File: src/rtl/l0_output_writeback_controller_if.sv
// L0 read port and memory write port shared by the output write-back controller
// and its memory/L0 neighbours.
interface l0_output_writeback_controller_if #(
  parameter int Data_Bits           = 16,
  parameter int Mem_Addr_Bits       = 16,
  parameter int L0_Output_Addr_Bits = 3
);
  logic                           l0_output_rd_en;
  logic [L0_Output_Addr_Bits-1:0] l0_output_rd_addr;
  logic [Data_Bits-1:0]           l0_output_data;
  logic                           mem_wr_en;
  logic [Mem_Addr_Bits-1:0]       mem_wr_addr;
  logic [Data_Bits-1:0]           mem_wr_data;
  logic                           mem_ready;

  modport master (
    output l0_output_rd_en, l0_output_rd_addr, mem_wr_en, mem_wr_addr, mem_wr_data,
    input  l0_output_data, mem_ready
  );

  modport slave (
    input  l0_output_rd_en, l0_output_rd_addr, mem_wr_en, mem_wr_addr, mem_wr_data,
    output l0_output_data, mem_ready
  );
endinterface

File: src/rtl/l0_output_writeback_controller.sv
// Drains the L0 output buffer to memory after a fixed start overhead, one word per
// cycle under Mem_Ready backpressure, and publishes overhead+accepted progress.
module l0_output_writeback_controller #(
  parameter int L0_Output_Nums                       = 8,
  parameter int Writing_To_Mem_Cycles_Start_Overhead = 100,
  parameter int L0_Output_Addr_Bits                  = 3,
  parameter int Data_Bits                            = 16,
  parameter int Mem_Addr_Bits                        = 16,
  parameter int Counter_Bits                         = 11
) (
  input  logic                     clk,
  input  logic                     rst,
  input  logic [1:0]               i_l0_output_status,
  input  logic [Mem_Addr_Bits-1:0] i_mem_base_addr,
  l0_output_writeback_controller_if.master bus,
  output logic [Counter_Bits-1:0]  o_output_writing_to_mem_counter,
  output logic                     o_writeback_busy,
  output logic                     o_writeback_done
);

  typedef enum logic [1:0] {ST_IDLE, ST_OVERHEAD, ST_WRITE, ST_DONE} state_t;

  // Issued count must reach N itself, so it is one bit wider than the read index.
  localparam int Issued_Bits = $clog2(L0_Output_Nums + 1);
  localparam logic [Issued_Bits-1:0]  Issued_Max    = Issued_Bits'(L0_Output_Nums);
  localparam logic [Counter_Bits-1:0] Overhead_Last =
    Counter_Bits'(Writing_To_Mem_Cycles_Start_Overhead - 1);

  state_t                   r_state;
  state_t                   w_state_next;
  logic [Counter_Bits-1:0]  r_counter;
  logic [Mem_Addr_Bits-1:0] r_base;
  logic [Issued_Bits-1:0]   r_issued;
  logic                     r_wr_en;
  logic [Mem_Addr_Bits-1:0] r_wr_addr;
  logic [Data_Bits-1:0]     r_wr_data;

  logic w_start;
  logic w_overhead_end;
  logic w_accept;
  logic w_rd_en;
  logic w_last_accept;

  assign w_start        = (r_state == ST_IDLE) && (i_l0_output_status == 2'b11);
  assign w_overhead_end = (r_state == ST_OVERHEAD) && (r_counter == Overhead_Last);
  assign w_accept       = r_wr_en && bus.mem_ready;
  // A new read may only replace the output word once the current one is gone.
  assign w_rd_en        = (r_state == ST_WRITE) && (r_issued < Issued_Max) &&
                          (!r_wr_en || bus.mem_ready);
  assign w_last_accept  = (r_state == ST_WRITE) && w_accept && (r_issued == Issued_Max);

  always_ff @(posedge clk or posedge rst) begin
    if (rst) r_state <= ST_IDLE;
    else     r_state <= w_state_next;
  end

  always_comb begin
    // NOTE: default first so every path assigns w_state_next and no latch is inferred.
    w_state_next = r_state;
    case (r_state)
      ST_IDLE:     if (w_start)                         w_state_next = ST_OVERHEAD;
      ST_OVERHEAD: if (w_overhead_end)                  w_state_next = ST_WRITE;
      ST_WRITE:    if (w_last_accept)                   w_state_next = ST_DONE;
      ST_DONE:     if (i_l0_output_status != 2'b11)     w_state_next = ST_IDLE;
      default:                                          w_state_next = ST_IDLE;
    endcase
  end

  always_ff @(posedge clk or posedge rst) begin
    if (rst) begin
      r_counter <= '0;
      r_base    <= '0;
      r_issued  <= '0;
      r_wr_en   <= 1'b0;
      r_wr_addr <= '0;
      r_wr_data <= '0;
    end else begin
      // NOTE: non-blocking assignments so every register samples pre-edge values.
      case (r_state)
        ST_IDLE: begin
          if (w_start) begin
            r_base    <= i_mem_base_addr;
            r_counter <= '0;
            r_issued  <= '0;
          end
        end
        ST_OVERHEAD: r_counter <= r_counter + Counter_Bits'(1);
        ST_WRITE: begin
          if (w_accept) r_counter <= r_counter + Counter_Bits'(1);
          if (w_rd_en) begin
            r_wr_data <= bus.l0_output_data;
            r_wr_addr <= r_base + Mem_Addr_Bits'(r_issued);
            r_wr_en   <= 1'b1;
            r_issued  <= r_issued + Issued_Bits'(1);
          end else if (w_accept) begin
            r_wr_en   <= 1'b0;
          end
        end
        default: ;
      endcase
    end
  end

  assign bus.l0_output_rd_en   = w_rd_en;
  assign bus.l0_output_rd_addr = L0_Output_Addr_Bits'(r_issued);
  assign bus.mem_wr_en         = r_wr_en;
  assign bus.mem_wr_addr       = r_wr_addr;
  assign bus.mem_wr_data       = r_wr_data;

  assign o_output_writing_to_mem_counter = r_counter;
  assign o_writeback_busy = (r_state == ST_OVERHEAD) || (r_state == ST_WRITE);
  assign o_writeback_done = (r_state == ST_DONE);

endmodule

File: src/flat_wrapper.sv
// flat-port wrapper written by rule: the top's interface ports become plain ports
module l0_output_writeback_controller_flat 
#(
  parameter int L0_Output_Nums                       = 8,
  parameter int Writing_To_Mem_Cycles_Start_Overhead = 100,
  parameter int L0_Output_Addr_Bits                  = 3,
  parameter int Data_Bits                            = 16,
  parameter int Mem_Addr_Bits                        = 16,
  parameter int Counter_Bits                         = 11
)
  (clk, rst, i_l0_output_status, i_mem_base_addr, o_output_writing_to_mem_counter, o_writeback_busy, o_writeback_done, bus_l0_output_rd_en, bus_l0_output_rd_addr, bus_mem_wr_en, bus_mem_wr_addr, bus_mem_wr_data, bus_l0_output_data, bus_mem_ready);
  l0_output_writeback_controller_if #(.Data_Bits(Data_Bits), .Mem_Addr_Bits(Mem_Addr_Bits), .L0_Output_Addr_Bits(L0_Output_Addr_Bits)) bus_i ();
  input  logic clk;
  input  logic rst;
  input  logic [1:0] i_l0_output_status;
  input  logic [Mem_Addr_Bits-1:0] i_mem_base_addr;
  output logic [Counter_Bits-1:0] o_output_writing_to_mem_counter;
  output logic o_writeback_busy;
  output logic o_writeback_done;
  output wire logic [$bits(bus_i.l0_output_rd_en)-1:0] bus_l0_output_rd_en;
  output wire logic [$bits(bus_i.l0_output_rd_addr)-1:0] bus_l0_output_rd_addr;
  output wire logic [$bits(bus_i.mem_wr_en)-1:0] bus_mem_wr_en;
  output wire logic [$bits(bus_i.mem_wr_addr)-1:0] bus_mem_wr_addr;
  output wire logic [$bits(bus_i.mem_wr_data)-1:0] bus_mem_wr_data;
  input wire logic [$bits(bus_i.l0_output_data)-1:0] bus_l0_output_data;
  input wire logic [$bits(bus_i.mem_ready)-1:0] bus_mem_ready;
  assign bus_l0_output_rd_en = bus_i.l0_output_rd_en;
  assign bus_l0_output_rd_addr = bus_i.l0_output_rd_addr;
  assign bus_mem_wr_en = bus_i.mem_wr_en;
  assign bus_mem_wr_addr = bus_i.mem_wr_addr;
  assign bus_mem_wr_data = bus_i.mem_wr_data;
  assign bus_i.l0_output_data = bus_l0_output_data;
  assign bus_i.mem_ready = bus_mem_ready;
  l0_output_writeback_controller #(.L0_Output_Nums(L0_Output_Nums), .Writing_To_Mem_Cycles_Start_Overhead(Writing_To_Mem_Cycles_Start_Overhead), .L0_Output_Addr_Bits(L0_Output_Addr_Bits), .Data_Bits(Data_Bits), .Mem_Addr_Bits(Mem_Addr_Bits), .Counter_Bits(Counter_Bits)) u_core (.clk(clk), .rst(rst), .i_l0_output_status(i_l0_output_status), .i_mem_base_addr(i_mem_base_addr), .bus(bus_i), .o_output_writing_to_mem_counter(o_output_writing_to_mem_counter), .o_writeback_busy(o_writeback_busy), .o_writeback_done(o_writeback_done));
endmodule
File: config.mk
export PLATFORM = sky130hd
export DESIGN_NAME = l0_output_writeback_controller_flat
export DESIGN_NICKNAME = d
export VERILOG_FILES = /design/src/rtl/l0_output_writeback_controller_if.sv /design/src/rtl/l0_output_writeback_controller.sv /design/src/flat_wrapper.sv
export SDC_FILE = /design/constraint.sdc
export NUM_CORES = 1
export LEC_CHECK = 0
export ABC_AREA = 1
export BUFFER_PORTS_ARGS = -buffer_cell sky130_fd_sc_hd__buf_4
export CAP_MARGIN = 20
export CORE_UTILIZATION = 57
export DETAILED_ROUTE_END_ITERATION = 12
export PLACE_DENSITY = 0.93
export SYNTH_ARGS = -nofsm -noshare
export SYNTH_HDL_FRONTEND = slang
export SYNTH_SLANG_ARGS = --single-unit
File: constraint.sdc
create_clock -name clk -period 3.55 [get_ports clk]
set_input_delay 0.71 -clock clk [delete_from_list [all_inputs] [get_ports clk]]
set_output_delay 0.71 -clock clk [all_outputs]
set_load 0.01 [all_outputs]
Yosys cells after proc, flatten, opt, wreduce, memory -nomap -nowiden
Cells that the tools add are included.
- eq/ne operators: 13
- mux-type cells: 13
- reductions and logical operators: 20
- $add $sub $neg: 3
- magnitude comparators: 1
- operators by type and width (cell ; count):
    $pmux 11 s3 ; 1
    $mux 11 ; 2
    $add 16x4->16 ; 1
    $add 11x1->11 const B ; 1
    $eq 11x7->1 const B ; 1
    $ne 2x1->1 const B ; 5
    $mux 2 ; 4
    $mux 4 ; 2
    $pmux 2 s4 ; 1
    $pmux 4 s2 ; 1
    $logic_and 1x1->1 ; 7
    $eq 2x2->1 const B ; 3
    $reduce_and 2->1 ; 3
    $reduce_and 3->1 ; 2
    $add 4x1->4 const B ; 1
    $eq 4x4->1 const B ; 1
    $lt 4x4->1 const B ; 1
    $ne 2x2->1 const B ; 2
    $reduce_and 4->1 ; 1
    $reduce_bool 2->1 ; 2
    $reduce_bool 3->1 ; 1
    $eq 2x1->1 const B ; 1
    $logic_not 2->1 ; 1
    $logic_or 1x1->1 ; 2
    other kinds (2) ; 3
- flip-flop bits (word level): 66
- input port bits: 37
- word-level logic and storage cells: 57
- output and inout bits: 50

Depth between registers and ports, before layout
Gate-level depths: netlist (run 1).
- depth after elaboration: 5
- mapped depth: 10
- depth with buffers taken out: 10

Worst setup path before layout (run 1)
No wires, ideal clock.
- kind: reg2out
- start point: reg u_core.r_state[0]
- end point: out bus_l0_output_rd_en
- stages on the path, launching flop included: 8
- required time: 2840 ps
- setup slack: 1654 ps
- arrival time: 1186 ps
- path buffers: 1
- path through: dfrtp_1 inv_1 ha_1 inv_2 nor2_4 nand2_4 clkinv_2 buf_4
- longest elaborated chain between the ends: 3
- ends and longest elaborated chain (item ; RTL line ; source):
    start, declared ; l0_output_writeback_controller.sv:29 ; state_t r_state;
    start signal, assigned ; l0_output_writeback_controller.sv:54 ; else r_state <= w_state_next;
    $eq 2x2->1 ; l0_output_writeback_controller.sv:48 ; assign w_rd_en = (r_state == ST_WRITE) && (r_issued < Issued_Max) &&
    $logic_and 1x1->1 (2 in series) ; l0_output_writeback_controller.sv:48 ;
    end, declared ; flat_wrapper.sv:20 ; output wire logic [$bits(bus_i.l0_output_rd_en)-1:0] bus_l0_output_rd_en;
No other way between the ends.

Worst setup path after layout (run 1)
Ends and elaborated chain as after synthesis.

==> flow_summary.toml, run 1 <==
[sta]
period_needed_ns = 2.58
fin_crit_sh_pct = 72.6
finClkSkew_ns = 0.00962
fmax_mhz = 388
tightest_slew_ns = 0.951
setup_viol = 0
slew_headroom_pct = 36.5
worst_slack_ns = 0.972
tns_ns = 0
hold_ws_ns = 0.483
final_hold_viol_count = 0
rsz0062_at_grt = "false"
finalMaxSlewViolations = 0

[floorplanning]
coreArea_sq_um = 5680
die_h_um = 79.8
num_rows = 27
io_pins = 87
start_util_pct = 60.8
dieArea_sq_um = 6360
fp.dieW_um = 79.8

[critical_path]
cp.required_ns = 2.84
endpoint_kind = "primary output"
cp-start-kind = "flop"
critPathKind = "reg2out"
crit_fanout = 37
crit_arrival_ns = 1.87

[grt]
grt-ovfl-total = 0
grt_max_degree = 47
grtUsageMet1_pct = 35.6
busiest_layer = "met2"
use_met3_pct = 4.69
grt_pass1_wl_um = 13500
met2_usage_pct = 45.8
grt_use_total_pct = 27.7
antenna_found_initial = 0
grt_pass1_vias = 3091

[yosys]
synthCells = 438
syn-num-nets = 488
synth_edf_count = 0
synth_warnings = 0
yosysSeqAreaShare_pct = 47.9
synth.area.top_cells = "dfrtp_1 48%, nand2_1 19%, nand3_1 6.0%"
ys_types = 33
async_flop_share_pct = 100
syn_avg_cell_area_sq_um = 7.87
synth-main-ff-cell = "dfrtp_1"
synth_top_cell_area_share_pct = 47.9
ys_seq_elements = 66
synth_area_sq_um = 3450
synth_top_cell_by_area = "dfrtp_1"

[drt]
first_pass_iters = 5
wirelength_um = 8100
vias = 3212
drc = 0
via_per_inst = 5.33
wl_per_cell_um = 13.4
drt-initial-drc-count = 229
ant_nets = 0

[placement]
place_ws_ns = 1.27
place_hpwl_um = 6010
gp_congestion = 0.915
io_buffers = 86

[cts]
cts.htree.levels = 3
cts_buffer_depth = 2
hold_buffers = 0
cts_setup_buffers = 0
clk_pin_slew_ns = 0.07
cts-buffers-inserted = 9
insertion_delay_ns = 0.35
clock_sinks = 66
post_cts.resized_instances = 0
cts_tree = "yes"
clockRootBuffer = "clkbuf_8"

[final_layout]
final_common_cell = "nand2_1"
drive_gt1_share_pct = 23.4
final_cell_mix = "172 x nand2_1, 90 x buf_4, 66 x dfrtp_1"
area.growth.synth_to_final_pct = 25.3
antenna_cells = 0
final_net_count = 576

[pwr]
p_leak_nw = 2.31
peakVddDrop_mv = 0.467
pwr_density_cell_nw_per_um2 = 793

[run]
maxCapViolations = 0

[hold_path]
hp-class = "reg2reg"

[run_status]
status = "complete, no violations"
## logic make-up after synthesis
kind of cell	count (synthesis)	synth area share, %
xor gates and xnor gates	4	1.02
adders and majority gates	13	4.93
and+or+nand+nor	260	32.6
buffers and inverters	54	7.04
DFF	66	47.9
AOI/OAI and AO/OA	41	6.50
## report_power, final
part | internal (mW) | switching [mW] | total [mW] | leakage (nW)
registers | 1.05 | 0.253 | 1.30 | 0.843
clock network | 0.321 | 0.300 | 0.621 | 0.0873
logic | 0.619 | 0.881 | 1.50 | 1.38
## worst paths after layout
check | startpoint | to | slack (ns) | cells past startpoint
hold reg to reg | u_core.bus.mem_wr_data[12] | u_core.bus.mem_wr_data[12] | 0.48 | 2
max in group asynchronous | rst | u_core.bus.mem_wr_addr[11] | 2.23 | 3
setup / recovery | u_core.r_state[0] | bus_l0_output_rd_en | 0.97 | 7
min in group asynchronous | rst | u_core.bus.mem_wr_data[0] | 0.58 | 2
hold / removal | u_core.bus.mem_wr_data[12] | u_core.bus.mem_wr_data[12] | 0.48 | 2
setup reg to reg | u_core.r_state[0] | u_core.bus.mem_wr_addr[5] | 1.47 | 9
## flip-flops by register name, indices dropped and copies added, names as in the netlist
register	count
u_core.o_output_writing_to_mem_counter	11
u_core.bus.mem_wr_addr	16
u_core.bus.mem_wr_en	1
u_core.r_base	16
u_core.r_issued	4
u_core.bus.mem_wr_data	16
u_core.r_state	2
## cell type report
cell class                 count  area, sq um
clock buffer                   9          124
clock inverter                 7         70.1
fill                         380         1360
inverter                      41          155
multi-input combinational    318         1550
sequential                    66         1650
tap                           72         90.1
timing repair buffer          90          676
## layer usage
layer	vias to the layer above	wire, um	part of all wire [%]
li1	1563	-	-
met1	1494	3390	42
met2	136	3890	48
met3	19	628	7.8
met4	0	192	2.4
met5	-	0	0
## synth_stat cells (2+ instances only)
cell type  number
a21oi_1         6
a31oi_1         2
buf_2           4
buf_4           7
dfrtp_1        66
ha_1           12
inv_1          36
inv_2           4
nand2_1       172
nand2_2         2
nand3_1        41
nand4_1         7
nor2_1         25
nor2_2          3
nor2_4          2
nor3_1          2
o21ai_0        27
o21bai_1        3
xor2_1          3
## worst max-delay path: stages (launching register included)
cell and delay (ns):
dfrtp_1 0.40, inv_1 0.09, ha_1 0.28, inv_2 0.13, nor2_4 0.04, nand2_4 0.29, clkinv_2 0.11, buf_4 0.16
## metrics by stage
| stage | util [%] | area [sq um] | instances | power (mW) |
|---|---|---|---|---|
| after CTS | 76.1 | 4320 | 603 | 3.43 |
| after floorplan | - | 3450 | 438 | 2.25 |
| final | 76.1 | 4320 | 603 | 3.42 |
| after global routing | 76.1 | 4320 | 603 | 3.68 |
| after detailed placement | 72.7 | 4130 | 587 | 2.80 |
| after global placement | 72.7 | 4130 | 587 | 2.72 |
No activity file was read; power rests on OpenSTA's default activity.
==> inputs of run 2 (changes only) <==
--- a/config.mk
+++ b/config.mk
@@ -8,9 +8,9 @@
 export ABC_AREA = 1
 export BUFFER_PORTS_ARGS = -buffer_cell sky130_fd_sc_hd__buf_4
 export CAP_MARGIN = 20
-export CORE_UTILIZATION = 57
+export CORE_UTILIZATION = 48
 export DETAILED_ROUTE_END_ITERATION = 12
-export PLACE_DENSITY = 0.93
+export PLACE_DENSITY = 0.84
 export SYNTH_ARGS = -nofsm -noshare
 export SYNTH_HDL_FRONTEND = slang
 export SYNTH_SLANG_ARGS = --single-unit
==> constraint.sdc (replaced) <==
create_clock -name clk -period 2.2 [get_ports clk]
set_input_delay 0.44 -clock clk [delete_from_list [all_inputs] [get_ports clk]]
set_output_delay 0.44 -clock clk [all_outputs]
set_load 0.01 [all_outputs]
==> flow_summary.toml, run 2 (same netlist as run 1, synthesis figures left out) <==
[cts]
cts_setup_buffers = 0
insertion_delay_ns = 0.36
cts_tree = "yes"
cts_buffer_depth = 2
clk_pin_slew_ns = 0.08
clock_sinks = 66
cts.htree.levels = 3
clockRootBuffer = "clkbuf_8"
cts-buffers-inserted = 9

[run_status]
status = "complete, no violations"

[final_layout]
seqCellArea_sq_um = 1650
nFillCells = 585
fin_cells = 627
fin_util_pct = 63.8
multi_input_area_sq_um = 1560
antenna_cells = 0
drive_gt1_share_pct = 23.5
area.growth.synth_to_final_pct = 27.0
final_area_sq_um = 4380
final_net_count = 576
final_cell_mix = "172 x nand2_1, 89 x buf_4, 66 x dfrtp_1"
final_common_cell = "nand2_1"

[sta]
tightest_slew_ns = 0.598
tns_ns = 0
fin_crit_sh_pct = 94.5
setup_viol = 0
finalMaxSlewViolations = 0
slew_headroom_pct = 60.1
rsz0062_at_grt = "false"
fmax_mhz = 481
hold_ws_ns = 0.152
worst_slack_ns = 0.122
finClkSkew_ns = 0.0112
period_needed_ns = 2.08
final_hold_viol_count = 0

[placement]
dp_cells = 611
io_buffers = 86
place_hpwl_um = 5790
gp_congestion = 0.871
place_area_sq_um = 4170
place_ws_ns = 0.353

[pwr]
p_clk_share_pct = 18.7
peakVddDrop_mv = 0.583
internal_power_mw = 3.26
pwr-share-comb_pct = 43.6
p_leak_nw = 2.32
power_switching_mw = 2.32
pwr-share-seq_pct = 37.8
power_mw = 5.58
sw_frac_of_total_pct = 41.5
pwr_density_cell_nw_per_um2 = 1280

[run]
maxCapViolations = 0

[floorplanning]
num_rows = 30
die_h_um = 86.8
io_pins = 87
fp.dieW_um = 86.8
start_util_pct = 50.2
coreArea_sq_um = 6870
dieArea_sq_um = 7530

[critical_path]
critPathKind = "reg2out"
crit_arrival_ns = 1.64
cp-start-kind = "flop"
cp.required_ns = 1.76
crit_fanout = 16
endpoint_kind = "primary output"

[grt]
grt_max_degree = 41
grt-ovfl-total = 0
antenna_found_initial = 0
grt_pass1_wl_um = 13200
grt_use_total_pct = 22.5
grt_pass1_vias = 3037

[drt]
via_per_inst = 5.13
drt-initial-drc-count = 253
vias = 3219
drc = 0
first_pass_iters = 5
ant_nets = 0
wl_per_cell_um = 12.8
wirelength_um = 8040

[hold_path]
hp-class = "in2async"
run 2: power groups by stage:
| stage | combinational (mW) | sequential [mW] | clock, mW |
|---|---|---|---|
| after floorplan | 1.47 | 2.15 | 0 |
| after global placement | 2.34 | 2.10 | 0 |
| after detailed placement | 2.42 | 2.12 | 0 |
| after CTS | 2.45 | 2.10 | 1.06 |
| after global routing | 2.75 | 2.16 | 1.11 |
| final | 2.43 | 2.11 | 1.04 |
run 2: layout make-up:
class	count	area share [%]
Sequential cell	66	37.7
Multi-Input combinational cell	318	35.5
Tap cell	96	2.74
Clock buffer	10	3.14
Inverter	41	3.63
Timing Repair Buffer	90	15.7
Clock inverter	6	1.51
run 2: critical path, cell delays in order, from the launching register on:
cell,delay [ns]
dfrtp_1,0.42
inv_1,0.12
ha_2,0.25
inv_2,0.08
nor2_4,0.10
nand2_4,0.06
clkinv_4,0.12
buf_4,0.14
run 2: per-layer routing:
layer	vias up	global-route usage, %	share of wire [%]
met1	1522	28.0	44
met3	20	5.33	6.0
met5	-	0	0
met4	0	10.8	2.1
met2	102	37.2	48
li1	1575	-	-
run 2: repair_timing:
action,in CTS,in global routing
pin swaps,0,0
endpoints found under the setup margin,1,1
hold buffers,0,0
gates resized for setup,1,1
run 2: path summary, 6_finish.rpt:
path | from | endpoint | slack [ns] | depth (start not counted)
worst max register to register | u_core.r_issued[0] | u_core.bus.mem_wr_addr[4] | 0.38 | 7
worst min-delay path | rst | u_core.bus.mem_wr_data[1] | 0.15 | 2
min in group clk | bus_l0_output_data[5] | u_core.bus.mem_wr_data[5] | 0.27 | 3
worst max-delay path | u_core.r_state[0] | bus_l0_output_rd_en | 0.12 | 7
worst min register to register | u_core.bus.mem_wr_data[12] | u_core.bus.mem_wr_data[12] | 0.48 | 2
max in group asynchronous | rst | u_core.r_base[8] | 1.43 | 3
